## src/rtl/logic_unit_scheduler.sv

```systemverilog
// Issue/writeback controller for the shared combinational logic unit:
// round-robin issue from the RS entries into EX, then a WB buffer held on the CDB until acked.
module logic_unit_scheduler #(
  parameter int NUM_RS = 4,
  parameter int TAG_W  = 4,
  parameter int DATA_W = 32
) (
  input  logic                       clk_i,
  input  logic                       rst_n_i,
  input  logic [NUM_RS-1:0]          req_valid_i,
  input  logic [2*NUM_RS-1:0]        req_op_i,
  input  logic [DATA_W*NUM_RS-1:0]   req_a_i,
  input  logic [DATA_W*NUM_RS-1:0]   req_b_i,
  input  logic [TAG_W*NUM_RS-1:0]    req_tag_i,
  output logic [NUM_RS-1:0]          grant_o,
  output logic [1:0]                 lu_op_o,
  output logic [DATA_W-1:0]          lu_a_o,
  output logic [DATA_W-1:0]          lu_b_o,
  input  logic [DATA_W-1:0]          lu_result_i,
  output logic                       cdb_valid_o,
  output logic [TAG_W-1:0]           cdb_tag_o,
  output logic [DATA_W-1:0]          cdb_data_o,
  input  logic                       cdb_ack_i,
  output logic                       busy_o
);

  localparam int RR_W = (NUM_RS > 1) ? $clog2(NUM_RS) : 1;

  logic [RR_W-1:0]   rr_q, rr_d;
  logic              ex_v_q, ex_v_d;
  logic [1:0]        ex_op_q, ex_op_d;
  logic [DATA_W-1:0] ex_a_q, ex_a_d;
  logic [DATA_W-1:0] ex_b_q, ex_b_d;
  logic [TAG_W-1:0]  ex_tag_q, ex_tag_d;
  logic              wb_v_q, wb_v_d;
  logic [TAG_W-1:0]  wb_tag_q, wb_tag_d;
  logic [DATA_W-1:0] wb_data_q, wb_data_d;

  logic              wb_free, ex_adv, ex_free;
  logic              grant_any;
  logic [RR_W-1:0]   grant_idx;
  logic [NUM_RS-1:0] grant;

  assign wb_free = !wb_v_q || cdb_ack_i;
  assign ex_adv  = ex_v_q && wb_free;
  assign ex_free = !ex_v_q || ex_adv;

  // Gated by reset so GRANT reads zero while the core is held in reset.
  always_comb begin : arbiter
    int            idx;
    logic [RR_W-1:0] idx_w;
    grant_any = 1'b0;
    grant_idx = '0;
    grant     = '0;
    idx       = 0;
    idx_w     = '0;
    if (rst_n_i && ex_free) begin
      for (int k = 0; k < NUM_RS; k++) begin
        idx   = (int'(rr_q) + k) % NUM_RS;
        idx_w = RR_W'(idx);
        if (!grant_any && req_valid_i[idx_w]) begin
          grant_any = 1'b1;
          grant_idx = idx_w;
        end
      end
    end
    if (grant_any) grant[grant_idx] = 1'b1;
  end

  always_comb begin : next_state
    rr_d      = rr_q;
    ex_v_d    = ex_v_q;
    ex_op_d   = ex_op_q;
    ex_a_d    = ex_a_q;
    ex_b_d    = ex_b_q;
    ex_tag_d  = ex_tag_q;
    wb_v_d    = wb_v_q;
    wb_tag_d  = wb_tag_q;
    wb_data_d = wb_data_q;

    if (ex_adv) begin
      wb_v_d    = 1'b1;
      wb_tag_d  = ex_tag_q;
      wb_data_d = lu_result_i;
      ex_v_d    = 1'b0;
    end else if (cdb_ack_i && wb_v_q) begin
      wb_v_d = 1'b0;
    end

    // A grant refills EX in the same cycle it drains.
    if (grant_any) begin
      ex_v_d = 1'b1;
      rr_d   = (int'(grant_idx) == NUM_RS - 1) ? '0 : grant_idx + 1'b1;
      for (int i = 0; i < NUM_RS; i++) begin
        if (grant[i]) begin
          ex_op_d  = req_op_i[2*i +: 2];
          ex_a_d   = req_a_i[DATA_W*i +: DATA_W];
          ex_b_d   = req_b_i[DATA_W*i +: DATA_W];
          ex_tag_d = req_tag_i[TAG_W*i +: TAG_W];
        end
      end
    end
  end

  always_ff @(posedge clk_i or negedge rst_n_i) begin
    if (!rst_n_i) begin
      rr_q      <= '0;
      ex_v_q    <= 1'b0;
      ex_op_q   <= '0;
      ex_a_q    <= '0;
      ex_b_q    <= '0;
      ex_tag_q  <= '0;
      wb_v_q    <= 1'b0;
      wb_tag_q  <= '0;
      wb_data_q <= '0;
    end else begin
      rr_q      <= rr_d;
      ex_v_q    <= ex_v_d;
      ex_op_q   <= ex_op_d;
      ex_a_q    <= ex_a_d;
      ex_b_q    <= ex_b_d;
      ex_tag_q  <= ex_tag_d;
      wb_v_q    <= wb_v_d;
      wb_tag_q  <= wb_tag_d;
      wb_data_q <= wb_data_d;
    end
  end

  assign grant_o     = grant;
  assign lu_op_o     = ex_op_q;
  assign lu_a_o      = ex_a_q;
  assign lu_b_o      = ex_b_q;
  assign cdb_valid_o = wb_v_q;
  assign cdb_tag_o   = wb_tag_q;
  assign cdb_data_o  = wb_data_q;
  assign busy_o      = ex_v_q || wb_v_q;

endmodule

```

## config.mk

```make
export PLATFORM = sky130hd
export DESIGN_NAME = logic_unit_scheduler
export DESIGN_NICKNAME = d
export VERILOG_FILES = /design/src/rtl/logic_unit_scheduler.sv
export SDC_FILE = /design/constraint.sdc
export NUM_CORES = 1
export LEC_CHECK = 0
export BUFFER_PORTS_ARGS = -buffer_cell sky130_fd_sc_hd__buf_2
export CAP_MARGIN = 10
export CORE_AREA = 2 2 165 167
export DETAILED_ROUTE_END_ITERATION = 7
export DIE_AREA = 0 0 167 169
export PLACE_DENSITY = 0.49
export SYNTH_ARGS = -nofsm -noshare
export SYNTH_HDL_FRONTEND = slang
export SYNTH_SLANG_ARGS = --single-unit
```

## constraint.sdc

```tcl
create_clock -name clk_i -period 3.4 [get_ports clk_i]
set_input_delay 0.51 -clock clk_i [delete_from_list [all_inputs] [get_ports clk_i]]
set_output_delay 0.51 -clock clk_i [all_outputs]
set_load 0.05 [all_outputs]
```

==> run_summary.xml <==
<?xml version="1.0" encoding="UTF-8"?>
<metrics>
  <group name="status">
    <metric name="outcome" unit="">finished, final reports clean</metric>
  </group>
  <group name="clock_tree">
    <metric name="worst_skew_late_latency" unit="ns">0.35</metric>
    <metric name="cts_made_buffers" unit="">9</metric>
    <metric name="cts.hold.buffers_added" unit="">0</metric>
    <metric name="clockRootBuffer" unit="">sky130_fd_sc_hd__clkbuf_16</metric>
    <metric name="htree_levels" unit="">3</metric>
    <metric name="clk_pin_slew_worst_paths" unit="ns">0.08</metric>
    <metric name="ctsLongestPathBuffers" unit="">2</metric>
    <metric name="cts_tree" unit="">yes</metric>
    <metric name="cts.sink_count" unit="">110</metric>
  </group>
  <group name="place">
    <metric name="portBuffers" unit="">426</metric>
    <metric name="place_worst_setup_slack" unit="ns">-0.0978</metric>
    <metric name="place.detailed.hpwl" unit="mm">17.1</metric>
    <metric name="globalplace.congestion" unit="">0.716</metric>
  </group>
  <group name="routing">
    <metric name="wirelength" unit="mm">22.9</metric>
    <metric name="wl_per_cell" unit="µm">17.8</metric>
    <metric name="dr_total_vias" unit="">5946</metric>
    <metric name="post_drt_via_cell_ratio" unit="">4.63</metric>
    <metric name="drt-pass1-iter-count" unit="">4</metric>
    <metric name="antenna_left" unit="">0</metric>
    <metric name="drt_iter0_drc" unit="">241</metric>
    <metric name="drc_viols" unit="">0</metric>
  </group>
  <group name="timing">
    <metric name="final.setup.worst_slack" unit="ns">0.284</metric>
    <metric name="timing.final.max_slew_violations" unit="">0</metric>
    <metric name="rsz0062_at_grt" unit="">false</metric>
    <metric name="achievable-frequency" unit="MHz">321</metric>
    <metric name="final_period_minus_worst_setup_slack" unit="ns">3.12</metric>
    <metric name="slew_headroom" unit="">0.258</metric>
    <metric name="final-hold-violation-count" unit="">0</metric>
    <metric name="finClkSkew" unit="ns">0.00977</metric>
    <metric name="timing_worst_slew_pin_value" unit="ns">1.11</metric>
    <metric name="setup_violations" unit="">0</metric>
    <metric name="layout_worst_path_cycle_share" unit="">0.917</metric>
  </group>
  <group name="floorplanning">
    <metric name="fp-row-count" unit="">60</metric>
    <metric name="fp.dieW" unit="µm">167</metric>
    <metric name="placeableCoreArea" unit="µm²">26500</metric>
    <metric name="die-height" unit="µm">169</metric>
    <metric name="start_util" unit="">0.227</metric>
    <metric name="die-area" unit="µm²">28200</metric>
    <metric name="pin_count" unit="">427</metric>
  </group>
  <group name="layout">
    <metric name="layout.nets" unit="">1262</metric>
    <metric name="post_route_cells_drive_above_1_share" unit="">0.616</metric>
    <metric name="fillCellCount" unit="">2739</metric>
    <metric name="syn_to_final_growth" unit="%">48.2</metric>
  </group>
  <group name="worst_setup_path">
    <metric name="r2r_cells" unit="">11</metric>
    <metric name="timing.critical_path.from" unit="">ex_v_q</metric>
    <metric name="worst-setup-path-type" unit="">flop to output pin</metric>
    <metric name="cp-end-kind" unit="">output pin</metric>
    <metric name="kind_of_launch_point_of_the_worst_setup_path" unit="">flop</metric>
    <metric name="cp.arrival" unit="ns">2.61</metric>
    <metric name="r2r_setup_slack" unit="ns">0.33</metric>
    <metric name="crit-reg2reg-launch" unit="">ex_v_q</metric>
    <metric name="critical_path.reg2reg.endpoint" unit="">lu_b_o[9]</metric>
    <metric name="crit_required" unit="ns">2.89</metric>
    <metric name="cp_max_fo" unit="">21</metric>
  </group>
  <group name="global_routing">
    <metric name="grt_overflow" unit="">0</metric>
    <metric name="first_global_vias" unit="">5936</metric>
    <metric name="grt_max_degree" unit="">80</metric>
    <metric name="grt_antenna_before_repair" unit="">0</metric>
    <metric name="grt_first_pass_wirelength" unit="mm">33.7</metric>
    <metric name="grt_util_all_layers" unit="">0.153</metric>
  </group>
  <group name="worst_hold_path">
    <metric name="hold_path.class" unit="">primary input to async pin</metric>
  </group>
  <group name="yosys">
    <metric name="postSynthCellCount" unit="">526</metric>
    <metric name="ys_warn_count" unit="">0</metric>
    <metric name="synth_cell_type_count" unit="">31</metric>
    <metric name="yosys_reg_bits" unit="">110</metric>
    <metric name="syn_avg_cell_area" unit="µm²">11.4</metric>
    <metric name="seq_area_frac_synth" unit="">0.457</metric>
    <metric name="synth.net_count" unit="">849</metric>
    <metric name="synth.cell_area" unit="µm²">6020</metric>
  </group>
  <group name="power_and_ir_drop">
    <metric name="power.density" unit="nW/µm²">840</metric>
    <metric name="power_leakage" unit="nW">4.28</metric>
    <metric name="totalPowerFinal" unit="mW">7.49</metric>
    <metric name="worst_ir_drop_vdd" unit="mV">0.455</metric>
  </group>
  <group name="flow_run">
    <metric name="maxCapViolations" unit="">0</metric>
  </group>
</metrics>
## power by group
part	internal, mW	total [mW]	leakage (nW)	switching, mW
Combinational	1.31	4.27	2.81	2.96
Sequential	1.86	2.17	1.34	0.309
Clock	0.511	1.05	0.136	0.535
Total	3.68	7.49	4.28	3.81
## area by class of cell
| type | instances | area [µm²] | share of cell area |
|---|---|---|---|
| clock buffers | 9 | 225 | 0.0253 |
| repair buffers | 450 | 2380 | 0.267 |
| flip-flops and latches | 110 | 2750 | 0.309 |
| clock inverters | 6 | 56.3 | 0.00631 |
| diodes | 1 | 2.50 | 0.000281 |
| multi-input cells | 360 | 3050 | 0.342 |
| inverters | 8 | 30.0 | 0.00337 |
| well taps | 341 | 427 | 0.0478 |
## layer usage
| metal | track usage | share of wire | vias to the layer above |
|---|---|---|---|
| met5 | 0 | 0 | - |
| met2 | 0.281 | 0.52 | 259 |
| met4 | 0.0390 | 0.014 | 0 |
| met3 | 0.0304 | 0.060 | 15 |
| li1 | - | - | 2851 |
| met1 | 0.181 | 0.41 | 2821 |
## worst max-delay path by stage
stage	slack (ns)	end
after floorplan	0.06	grant_o[3]
after global placement	-0.06	lu_a_o[14]
final	0.28	grant_o[3]
after global routing	0.05	grant_o[3]
after CTS	0.10	grant_o[3]
after detailed placement	-0.1	lu_a_o[14]
## critical path, stage by stage (launching register included)
cell and delay (ns):
sky130_fd_sc_hd__dfrtp_1 0.40, sky130_fd_sc_hd__nand3b_1 0.18, sky130_fd_sc_hd__nand3_4 0.09, sky130_fd_sc_hd__nor4_2 0.42, sky130_fd_sc_hd__buf_12 0.17, sky130_fd_sc_hd__ha_4 0.18
sky130_fd_sc_hd__buf_4 0.29, sky130_fd_sc_hd__inv_1 0.09, sky130_fd_sc_hd__nor2_1 0.13, sky130_fd_sc_hd__buf_2 0.29
## repair_timing
action,CTS,global route
setup buffers,0,0
gates resized for setup,0,1
setup endpoints to repair,0,52
## placed cells by master, fill, tap and decap left out, types with 3 or more instances in the layout
| master | instances |
|---|---|
| sky130_fd_sc_hd__a21oi_1 | 6 |
| sky130_fd_sc_hd__nand2b_1 | 4 |
| sky130_fd_sc_hd__nand3b_1 | 3 |
| sky130_fd_sc_hd__buf_4 | 20 |
| sky130_fd_sc_hd__buf_12 | 5 |
| sky130_fd_sc_hd__nand2_1 | 4 |
| sky130_fd_sc_hd__dfrtp_1 | 110 |
| sky130_fd_sc_hd__inv_1 | 8 |
| sky130_fd_sc_hd__clkbuf_16 | 9 |
| sky130_fd_sc_hd__nor2_1 | 76 |
| sky130_fd_sc_hd__buf_2 | 425 |
| sky130_fd_sc_hd__mux2_2 | 106 |
| sky130_fd_sc_hd__a221o_1 | 69 |
| sky130_fd_sc_hd__a22oi_1 | 69 |
## through the flow
stage / std cells / TNS (ns) / hold WS (ns) / cell area, µm² / util
2_1_floorplan: 526 / 0 / 0.214 / 6020 / -
3_3_place_gp: 1268 / -0.189 / 0.482 / 8620 / 0.325
3_5_place_dp: 1268 / -0.712 / 0.487 / 8620 / 0.325
4_1_cts: 1283 / 0 / 0.364 / 8900 / 0.336
5_1_grt: 1284 / 0 / 0.363 / 8920 / 0.336
6_report: 1285 / 0 / 0.340 / 8920 / 0.337
## registers in the layout, summed over array words and instances, names as in the netlist
register	cells
lu_op_o	2
ex_tag_q	4
cdb_valid_o	1
lu_a_o	32
ex_v_q	1
cdb_data_o	32
cdb_tag_o	4
lu_b_o	32
rr_q	2
## kinds of logic (layout without fill, tap and decap cells)
logic type	count (synthesis)	in the layout	synth area share
buffers and inverters	57	473	0.0443
adder cells (fa/ha/maj)	4	4	0.00831
flip-flops	110	110	0.457
AO/OA/AOI/OAI	151	151	0.219
other	0	1	0
AND/OR/NAND/NOR	97	98	0.0711
multiplexers	107	107	0.200
## cells in the mapped netlist, drive strengths merged
library cell	instances	area [µm²]
a2111oi	2	36.3
a21oi	6	30.0
a221o	69	691
a22oi	69	518
buf	22	135
clkbuf	27	101
dfrtp	110	2750
ha	4	50.1
inv	8	30.0
mux2	106	1190
mux2i	1	10.0
nand2	4	15.0
nand2b	4	25.0
nand3	1	17.5
nand3b	3	22.5
nand4	1	6.26
nor2	76	285
nor2b	1	6.26
nor3	1	5.00
nor3b	1	7.51
nor4	1	6.26
o2111a	2	22.5
o2111ai	1	8.76
o21a	1	7.51
o21ai	1	5.00
or2	2	12.5
or4	2	18.8
Power figures use the tool's default switching activity.
